==> config.mk <==
export PLATFORM = sky130hd
export DESIGN_NAME = obi_ext_master_arbiter
export DESIGN_NICKNAME = d
export VERILOG_FILES = /design/src/rtl/obi_ext_arb_pkg.sv /design/src/rtl/obi_pkg.sv /design/src/rtl/obi_arb_id_fifo.sv /design/src/rtl/obi_ext_master_arbiter.sv
export SDC_FILE = /design/constraint.sdc
export NUM_CORES = 1
export LEC_CHECK = 0
export BUFFER_PORTS_ARGS = -buffer_cell sky130_fd_sc_hd__buf_4
export CAP_MARGIN = 0
export CORE_AREA = 2 2 124 126
export CTS_CLUSTER_DIAMETER = 120
export DETAILED_ROUTE_END_ITERATION = 16
export DIE_AREA = 0 0 126 128
export SETUP_SLACK_MARGIN = 0.05
export SYNTH_ARGS = -nofsm -noshare
export SYNTH_HDL_FRONTEND = slang
export SYNTH_SLANG_ARGS = --single-unit
==> constraint.sdc <==
create_clock -name clk_gen -period 3.25 [get_ports clk_gen]
set_input_delay 0.65 -clock clk_gen [delete_from_list [all_inputs] [get_ports clk_gen]]
set_output_delay 0.65 -clock clk_gen [all_outputs]
set_load 0.005 [all_outputs]
==> src/rtl/obi_ext_arb_pkg.sv <==
// Defaults, master indices and helpers for the external-core OBI master arbiter.
package obi_ext_arb_pkg;

    localparam int unsigned NUM_REQ_DEFAULT         = 2;
    localparam int unsigned MAX_OUTSTANDING_DEFAULT = 2;
    localparam int unsigned IDX_INSTR               = 0;
    localparam int unsigned IDX_DATA                = 1;

    typedef logic [$clog2(NUM_REQ_DEFAULT)-1:0] id_t;

    // Keeps index/pointer vectors at least one bit wide for degenerate sizes.
    function automatic int unsigned clog2_min1(input int unsigned n);
        return (n > 1) ? $clog2(n) : 1;
    endfunction

endpackage

==> src/rtl/obi_pkg.sv <==
// OBI bus request/response structures shared across the x_heep subsystem.
package obi_pkg;

    typedef struct packed {
        logic        req;
        logic        we;
        logic [3:0]  be;
        logic [31:0] addr;
        logic [31:0] wdata;
    } obi_req_t;

    typedef struct packed {
        logic        gnt;
        logic        rvalid;
        logic [31:0] rdata;
    } obi_resp_t;

endpackage

==> src/rtl/obi_arb_id_fifo.sv <==
// In-order FIFO of master IDs for granted transactions still awaiting rvalid.
module obi_arb_id_fifo
    import obi_ext_arb_pkg::*;
#(
    parameter int unsigned DEPTH = 2,
    parameter int unsigned WIDTH = 1,
    parameter int unsigned CNT_W = $clog2(DEPTH + 1)
) (
    input  logic             clk_gen,
    input  logic             rst_n,
    input  logic             i_push,
    input  logic [WIDTH-1:0] i_data,
    input  logic             i_pop,
    output logic [WIDTH-1:0] o_head,
    output logic             o_full,
    output logic             o_empty,
    output logic [CNT_W-1:0] o_count
);

    localparam int unsigned PTR_W = clog2_min1(DEPTH);

    logic [WIDTH-1:0] r_mem [DEPTH];
    logic [PTR_W-1:0] r_wrPtr;
    logic [PTR_W-1:0] r_rdPtr;
    logic [CNT_W-1:0] r_count;
    logic             w_doPush;
    logic             w_doPop;

    function automatic logic [PTR_W-1:0] nextPtr(input logic [PTR_W-1:0] ptr);
        return (ptr == PTR_W'(DEPTH - 1)) ? '0 : ptr + 1'b1;
    endfunction

    // A pop in the same cycle frees a slot, so a full FIFO may still accept a push.
    assign w_doPop  = i_pop & ~o_empty;
    assign w_doPush = i_push & (~o_full | w_doPop);

    assign o_full  = (r_count == CNT_W'(DEPTH));
    assign o_empty = (r_count == '0);
    assign o_count = r_count;
    assign o_head  = r_mem[r_rdPtr];

    always_ff @(posedge clk_gen) begin
        if (w_doPush) begin
            r_mem[r_wrPtr] <= i_data;
        end
    end

    always_ff @(posedge clk_gen or negedge rst_n) begin
        if (!rst_n) begin
            r_wrPtr <= '0;
            r_rdPtr <= '0;
            r_count <= '0;
        end else begin
            if (w_doPush) begin
                r_wrPtr <= nextPtr(r_wrPtr);
            end
            if (w_doPop) begin
                r_rdPtr <= nextPtr(r_rdPtr);
            end
            if (w_doPush && !w_doPop) begin
                r_count <= r_count + 1'b1;
            end else if (w_doPop && !w_doPush) begin
                r_count <= r_count - 1'b1;
            end
        end
    end

endmodule

==> src/rtl/obi_ext_master_arbiter.sv <==
// Round-robin arbiter sharing the external crossbar master port between the
// core's instruction and data OBI masters, with in-order response routing.
module obi_ext_master_arbiter
    import obi_pkg::*;
    import obi_ext_arb_pkg::*;
#(
    parameter int unsigned NUM_REQ         = NUM_REQ_DEFAULT,
    parameter int unsigned MAX_OUTSTANDING = MAX_OUTSTANDING_DEFAULT
) (
    input  logic                                   clk_gen,
    input  logic                                   rst_n,
    input  obi_req_t  [NUM_REQ-1:0]                core_req_i,
    output obi_resp_t [NUM_REQ-1:0]                core_resp_o,
    output obi_req_t                               xbar_req_o,
    input  obi_resp_t                              xbar_resp_i,
    output logic [$clog2(MAX_OUTSTANDING+1)-1:0]   outstanding_o,
    output logic                                   err_o
);

    localparam int unsigned ID_W  = clog2_min1(NUM_REQ);
    localparam int unsigned CNT_W = $clog2(MAX_OUTSTANDING + 1);

    logic [ID_W-1:0] r_rr;
    logic [ID_W-1:0] r_sel;
    logic            r_lock;
    logic            r_err;
    logic [ID_W-1:0] w_sel;
    logic            w_found;
    logic [ID_W-1:0] w_head;
    logic            w_full;
    logic            w_empty;
    logic            w_pop;
    logic            w_fwd;
    logic            w_hs;

    // A locked selection wins; otherwise scan upward from the round-robin pointer.
    always_comb begin : selectLogic
        logic [ID_W-1:0] cand;
        cand    = '0;
        w_sel   = r_sel;
        w_found = r_lock;
        if (!r_lock) begin
            for (int i = 0; i < int'(NUM_REQ); i++) begin
                cand = ID_W'((32'(r_rr) + 32'(i)) % NUM_REQ);
                if (!w_found && core_req_i[cand].req) begin
                    w_found = 1'b1;
                    w_sel   = cand;
                end
            end
        end
    end

    // Outputs are gated by rst_n so they drop to zero as soon as reset asserts.
    assign w_pop      = rst_n & xbar_resp_i.rvalid & ~w_empty;
    assign w_fwd      = rst_n & w_found & (~w_full | w_pop);
    assign xbar_req_o = w_fwd ? core_req_i[w_sel] : '0;
    assign w_hs       = xbar_req_o.req & xbar_resp_i.gnt;

    always_comb begin
        core_resp_o = '0;
        for (int i = 0; i < int'(NUM_REQ); i++) begin
            core_resp_o[i].gnt = w_hs && (w_sel == ID_W'(i));
            if (w_pop && (w_head == ID_W'(i))) begin
                core_resp_o[i].rvalid = 1'b1;
                core_resp_o[i].rdata  = xbar_resp_i.rdata;
            end
        end
    end

    obi_arb_id_fifo #(
        .DEPTH (MAX_OUTSTANDING),
        .WIDTH (ID_W),
        .CNT_W (CNT_W)
    ) u_idFifo (
        .clk_gen (clk_gen),
        .rst_n   (rst_n),
        .i_push  (w_hs),
        .i_data  (w_sel),
        .i_pop   (w_pop),
        .o_head  (w_head),
        .o_full  (w_full),
        .o_empty (w_empty),
        .o_count (outstanding_o)
    );

    always_ff @(posedge clk_gen or negedge rst_n) begin
        if (!rst_n) begin
            r_rr   <= '0;
            r_sel  <= '0;
            r_lock <= 1'b0;
            r_err  <= 1'b0;
        end else begin
            if (w_hs) begin
                r_lock <= 1'b0;
                r_rr   <= (w_sel == ID_W'(NUM_REQ - 1)) ? '0 : w_sel + 1'b1;
            end else if (xbar_req_o.req) begin
                r_lock <= 1'b1;
                r_sel  <= w_sel;
            end
            if (xbar_resp_i.rvalid && w_empty) begin
                r_err <= 1'b1;
            end
        end
    end

    assign err_o = r_err;

endmodule

==> results.json, run 1 <==
{
  "status": "finished clean",
  "power_switching_mw": 1.023,
  "n_antenna_cell": 0,
  "path_max_fanout": 49,
  "cts_resized": 0,
  "io_buffers": 316,
  "yosysWarnings": 0,
  "p_sw_share_pct": 43.80,
  "place_hpwl_um": 9485,
  "postCtsSetupRepairBufs": 0,
  "cts_buffer_depth": 2,
  "yosysSeqAreaShare_pct": 13.32,
  "htree_levels": 1,
  "antenna_found_initial": 0,
  "fin_tns_setup_ns": 0,
  "vias": 3121,
  "synth_top_family_by_area": "multiplexers",
  "cts_inserted_buffers": 3,
  "utilization_pct": 31.14,
  "total_leakage_power_nw": 2.705,
  "path_common_cell": "buf_4",
  "dp_slack_ns": 0.2842,
  "drive_gt1_share_pct": 55.04,
  "p_seq_share_pct": 10.3,
  "critPathSlowestCell": "mux2i_1",
  "cp_data_arrival_time_ns": 2.25,
  "startpoint_type": "input port",
  "clkSlewWorstSetupHoldPaths_ns": 0.04,
  "path_cells": "buf_4, nand2b_1, a32oi_4, buf_12, mux2i_1, nor2_1, buf_4",
  "worstPathRequired_ns": 2.60,
  "mostFrequentLayoutCells": "buf_4, nor2_1, mux2i_1, nand2_1, dfrtp_1",
  "rsz0062_at_grt": "no",
  "cts_tree": "built",
  "slew_headroom_pct": 46.34,
  "gp_congestion": 0.7800,
  "hold_buffers": 0,
  "core_area_um2": 14860,
  "synth_ff_type": "dfrtp_1",
  "drtPass1Iterations": 6,
  "synth-xor-area-share_pct": 2.241,
  "grt_pass1_vias": 2947,
  "die_h_um": 128,
  "synth_edf_count": 2,
  "remaining_drc_errors": 0,
  "synthSimpleGateAreaFrac_pct": 36.62,
  "worstSetupEndpointType": "output port",
  "total_power_mw": 2.335,
  "clock_skew_ns": 0.003950,
  "syn_area_um2": 1954,
  "core.rowCount": 45,
  "drt-total-wl_um": 10930,
  "nets": 783,
  "grt-ovfl-total": 0,
  "fmax_mhz": 344.7,
  "die_area_um2": 16130,
  "syn_area_per_cell_um2": 6.429,
  "p_comb_share_pct": 80.3,
  "critical-path-max-stage-delay_ns": 0.47,
  "power_density_nw_per_um2": 504.3,
  "syn_inst": 304,
  "hold_class": "input port to asynchronous set/reset pin",
  "synth-adder-area-share_pct": 0.6402,
  "grt_max_degree": 54,
  "p_clk_share_pct": 9.5,
  "cap_violations": 0,
  "syn-num-nets": 481,
  "vdd_ir_drop_max_v": 0.0002248,
  "wl_per_cell_um": 13.78,
  "worst_slack_ns": 0.3493,
  "insertion_delay_ns": 0.24,
  "antenna_left": 0,
  "synthMuxAreaShare_pct": 37.00,
  "ctsRootBufferMaster": "clkbuf_16",
  "cts.sinks": 10,
  "grtUsageTotal_pct": 12.43,
  "final_common_cell": "buf_4",
  "ys_ff_latch": 10,
  "post-route-period-util_pct": 89.25,
  "syn2layout_area_growth_pct": 136.9,
  "worst_pin_slew_ns": 0.7881,
  "crit_type": "input port to output port",
  "maxSlewViolCount": 0,
  "grt_pass1_wl_um": 15860,
  "fin_crit_ns": 2.901,
  "vias_per_cell": 3.936,
  "hold_viol": 0,
  "ios": 317,
  "synth_cell_types": 29,
  "p_int_mw": 1.312,
  "synth_compound_gate_area_share_pct": 3.201,
  "start_util_pct": 13.15,
  "async_flop_share_pct": 80.00,
  "setup_violations": 0,
  "drt-initial-drc-count": 62,
  "die_w_um": 126
}
## flip-flops by register name, indices dropped and copies added, names as in the netlist
name / count
u_idFifo.r_rdPtr: 1
r_sel: 1
u_idFifo.o_count: 2
r_lock: 1
u_idFifo.r_wrPtr: 1
u_idFifo.r_mem: 2
r_rr: 1
err_o: 1
## path summary, 6_finish.rpt
path,endpoint,start,slack [ns],cells past startpoint
setup / recovery,xbar_req_o[5],core_req_i[69],0.35,7
hold / removal,u_idFifo.o_count[0],rst_n,0.24,1
setup reg to reg,u_idFifo.o_count[1],u_idFifo.o_count[0],1.30,7
hold reg to reg,err_o,err_o,0.46,1
max in group asynchronous,r_lock,rst_n,2.85,1
min in group clk_gen,err_o,err_o,0.46,1
## Yosys cell counts (2+ instances only)
master | number | area, um^2
xnor2_1 | 2 | 17.52
nand2b_1 | 2 | 12.51
clkbuf_1 | 14 | 52.55
nand2_1 | 33 | 123.9
nor2_1 | 139 | 521.8
and2_1 | 3 | 18.77
buf_4 | 9 | 67.56
mux2i_1 | 70 | 700.7
inv_2 | 2 | 7.510
xor2_1 | 3 | 26.28
edfxtp_1 | 2 | 60.06
dfrtp_1 | 8 | 200.2
## critical path, delay by kind of cell
kind,cells,cell delay [ns]
muxes,1,0.47
buffers and inverters,3,0.63
and+or+nand+nor,2,0.17
AOI/OAI and AO/OA,1,0.28
## logic make-up (layout without fill, tap and decap cells)
kind of cell	after synthesis	after routing
adders and majority gates	1	1
DFF	10	10
muxes	72	72
xor gates and xnor gates	5	5
and+or+nand+nor	181	181
buffers and inverters	27	328
AOI/OAI and AO/OA	8	8
## power groups by stage
stage,clock [mW],sequential (mW),combinational [mW]
after floorplan,0,0.219,1.05
after global placement,0,0.240,1.92
after detailed placement,0,0.241,1.92
after CTS,0.226,0.240,1.92
after global routing,0.235,0.247,2.05
final,0.221,0.239,1.87
## per-layer routing
metal | track usage (%) | vias up | share of wire (%)
met4 | 4.848 | 0 | 2.6
met1 | 12.52 | 1328 | 34
met2 | 24.10 | 199 | 53
li1 | - | 1582 | -
met5 | 0 | - | 0
met3 | 3.464 | 12 | 11
## per-stage QoR
| stage | instances | area (um^2) | hold slack, ns |
|---|---|---|---|
| 2_1_floorplan | 304 | 1954 | 0.3544 |
| 3_3_place_gp | 789 | 4551 | 0.4470 |
| 3_5_place_dp | 789 | 4551 | 0.4481 |
| 4_1_cts | 793 | 4629 | 0.2479 |
| 5_1_grt | 793 | 4629 | 0.2490 |
| 6_report | 793 | 4629 | 0.2430 |
## final cells by class
class / count / area, um^2
multi-input cells: 267 / 1609
clock buffers: 4 / 78.83
inverters: 3 / 11.26
repair buffers: 321 / 2435
well taps: 188 / 235.2
flip-flops and latches: 10 / 260.3
fillers: 1643 / 10230
Power figures use the tool's default switching activity.
==> run 2: changes to the inputs <==
- CELL_PAD_IN_SITES_DETAIL_PLACEMENT: not set -> 0
- CELL_PAD_IN_SITES_GLOBAL_PLACEMENT: not set -> 2
- CORE_AREA: 2 2 124 126 -> 2 2 131 133
- DIE_AREA: 0 0 126 128 -> 0 0 133 135
- PLACE_DENSITY_LB_ADDON: not set -> 0.1
==> run 2 against run 1 <==
  * Setup slack improved by 0.11 ns
  * Hold slack improved by 0.0051 ns
  * Count of clock-buffer cells in the layout fell by 1
  * Cell area rose by 1.4%
  * Global-route usage rose by 0.63 points
  * Total power rose by 1.6%
  * Sequential power barely moved
  * Critical endpoint is now xbar_req_o[66]
  * Highest routed layer unchanged
==> results.json, run 2 (same netlist as run 1, synthesis figures left out) <==
{
  "drt-initial-drc-count": 62,
  "antenna_left": 0,
  "clock_skew_ns": 0.001817,
  "r2r_cells": 7,
  "htree_levels": 1,
  "fin_tns_setup_ns": 0,
  "maxSlewViolCount": 0,
  "fin_crit_ns": 2.788,
  "grt_pass1_wl_um": 18310,
  "grt_max_degree": 70,
  "reg2reg_from": "u_idFifo.o_count[1]",
  "ff2ff_setup_slack_ns": 1.32,
  "die_area_um2": 17960,
  "utilization_pct": 28.61,
  "cap_violations": 0,
  "grt_pass1_vias": 3246,
  "hold_class": "input port to asynchronous set/reset pin",
  "gp_congestion": 0.7902,
  "worst_pin_slew_ns": 0.6468,
  "p_seq_share_pct": 9.9,
  "drtPass1Iterations": 4,
  "p_clk_share_pct": 9.1,
  "clkSlewWorstSetupHoldPaths_ns": 0.04,
  "setup_violations": 0,
  "core_area_um2": 16410,
  "status": "finished clean",
  "ctsRootBufferMaster": "clkbuf_16",
  "mostFrequentLayoutCells": "buf_4, nor2_1, mux2i_1, nand2_1, dfrtp_1",
  "post-route-period-util_pct": 85.80,
  "nFillCells": 1830,
  "nets": 784,
  "die_w_um": 133,
  "vdd_ir_drop_max_v": 0.0004644,
  "postCtsSetupRepairBufs": 0,
  "rsz0062_at_grt": "no",
  "insertion_delay_ns": 0.24,
  "power_density_nw_per_um2": 505.6,
  "io_buffers": 316,
  "r2r_end": "u_idFifo.o_count[1]",
  "crit_type": "input port to output port",
  "final_common_cell": "buf_4",
  "multi_input_area_um2": 1600,
  "start_util_pct": 11.91,
  "startpoint_type": "input port",
  "place_hpwl_um": 10970,
  "cts_resized": 0,
  "cts_inserted_buffers": 3,
  "cts_buffer_depth": 2,
  "vias": 3221,
  "ios": 317,
  "fmax_mhz": 358.6,
  "vias_per_cell": 3.900,
  "path_max_fanout": 24,
  "p_int_mw": 1.349,
  "drt-total-wl_um": 12800,
  "core.rowCount": 47,
  "grt-ovfl-total": 0,
  "grtUsageTotal_pct": 13.07,
  "antenna_found_initial": 0,
  "total_leakage_power_nw": 2.719,
  "p_sw_share_pct": 43.14,
  "hold_viol": 0,
  "wl_per_cell_um": 15.50,
  "drive_gt1_share_pct": 55.12,
  "worstPathRequired_ns": 2.60,
  "worstSetupEndpointType": "output port",
  "cts_tree": "built",
  "slew_headroom_pct": 56.88,
  "hold_buffers": 0,
  "cts.sinks": 10,
  "n_antenna_cell": 0,
  "die_h_um": 135,
  "syn2layout_area_growth_pct": 140.1,
  "power_switching_mw": 1.024,
  "register_area_um2": 260.3,
  "remaining_drc_errors": 0,
  "cp_data_arrival_time_ns": 2.14,
  "p_comb_share_pct": 80.9
}
## run 2: changes by cell type in the layout (fill, tap and decap cells not counted)
cell	previous run	this run
buf_12	2	4
buf_4	319	318
clkbuf_1	1	0
clkinv_1	0	1
mux2i_2	0	1
mux2i_4	1	0
## run 2: final cells by class
class / count / share of cell area, %
clock buffers: 3 / 1.600
clock inverters: 1 / 0.07998
inverters: 3 / 0.2399
multi-input cells: 267 / 34.10
flip-flops and latches: 10 / 5.545
well taps: 220 / 5.865
repair buffers: 322 / 52.57
## run 2: power by group through the flow
stage | clock, mW | combinational [mW] | sequential, mW
floorplan | 0 | 1.05 | 0.219
global placement | 0 | 1.96 | 0.235
detailed placement | 0 | 1.97 | 0.238
CTS | 0.223 | 1.97 | 0.237
global route | 0.232 | 2.09 | 0.246
finish | 0.216 | 1.92 | 0.236
## run 2: critical path: stages
cell	delay, ns
buf_4	0.12
nand2b_1	0.09
a32oi_4	0.48
buf_12	0.28
mux2i_1	0.27
nor2_1	0.07
buf_4	0.15
## run 2: metrics by stage
step | std cells | area [um^2] | hold slack, ns | setup slack (ns) | total power [mW]
after global routing | 826 | 4693 | 0.2517 | 0.3548 | 2.568
after global placement | 822 | 4614 | 0.4537 | 0.4820 | 2.200
after detailed placement | 822 | 4614 | 0.4584 | 0.4199 | 2.208
after CTS | 826 | 4693 | 0.2493 | 0.4202 | 2.434
after floorplan | 304 | 1954 | 0.3544 | 0.9404 | 1.274
final | 826 | 4693 | 0.2481 | 0.4616 | 2.373
## run 2: how the worst max path moves through the flow
stage | from | end | slack, ns | cells after the start
final | core_req_i[69] | xbar_req_o[66] | 0.46 | 7
after CTS | core_req_i[69] | xbar_req_o[66] | 0.42 | 7
after global routing | core_req_i[69] | xbar_req_o[66] | 0.35 | 7
after floorplan | xbar_resp_i[32] | xbar_req_o[59] | 0.94 | 5
after global placement | core_req_i[69] | xbar_req_o[66] | 0.48 | 7
after detailed placement | core_req_i[69] | xbar_req_o[66] | 0.42 | 7
## run 2: per-layer routing
layer / global-route usage, % / routed length [um] / vias up
met5: 0 / 0 / -
met4: 2.210 / 145 / 0
met3: 6.006 / 1550 / 10
met2: 27.17 / 7284 / 178
met1: 11.41 / 3821 / 1439
li1: - / - / 1594
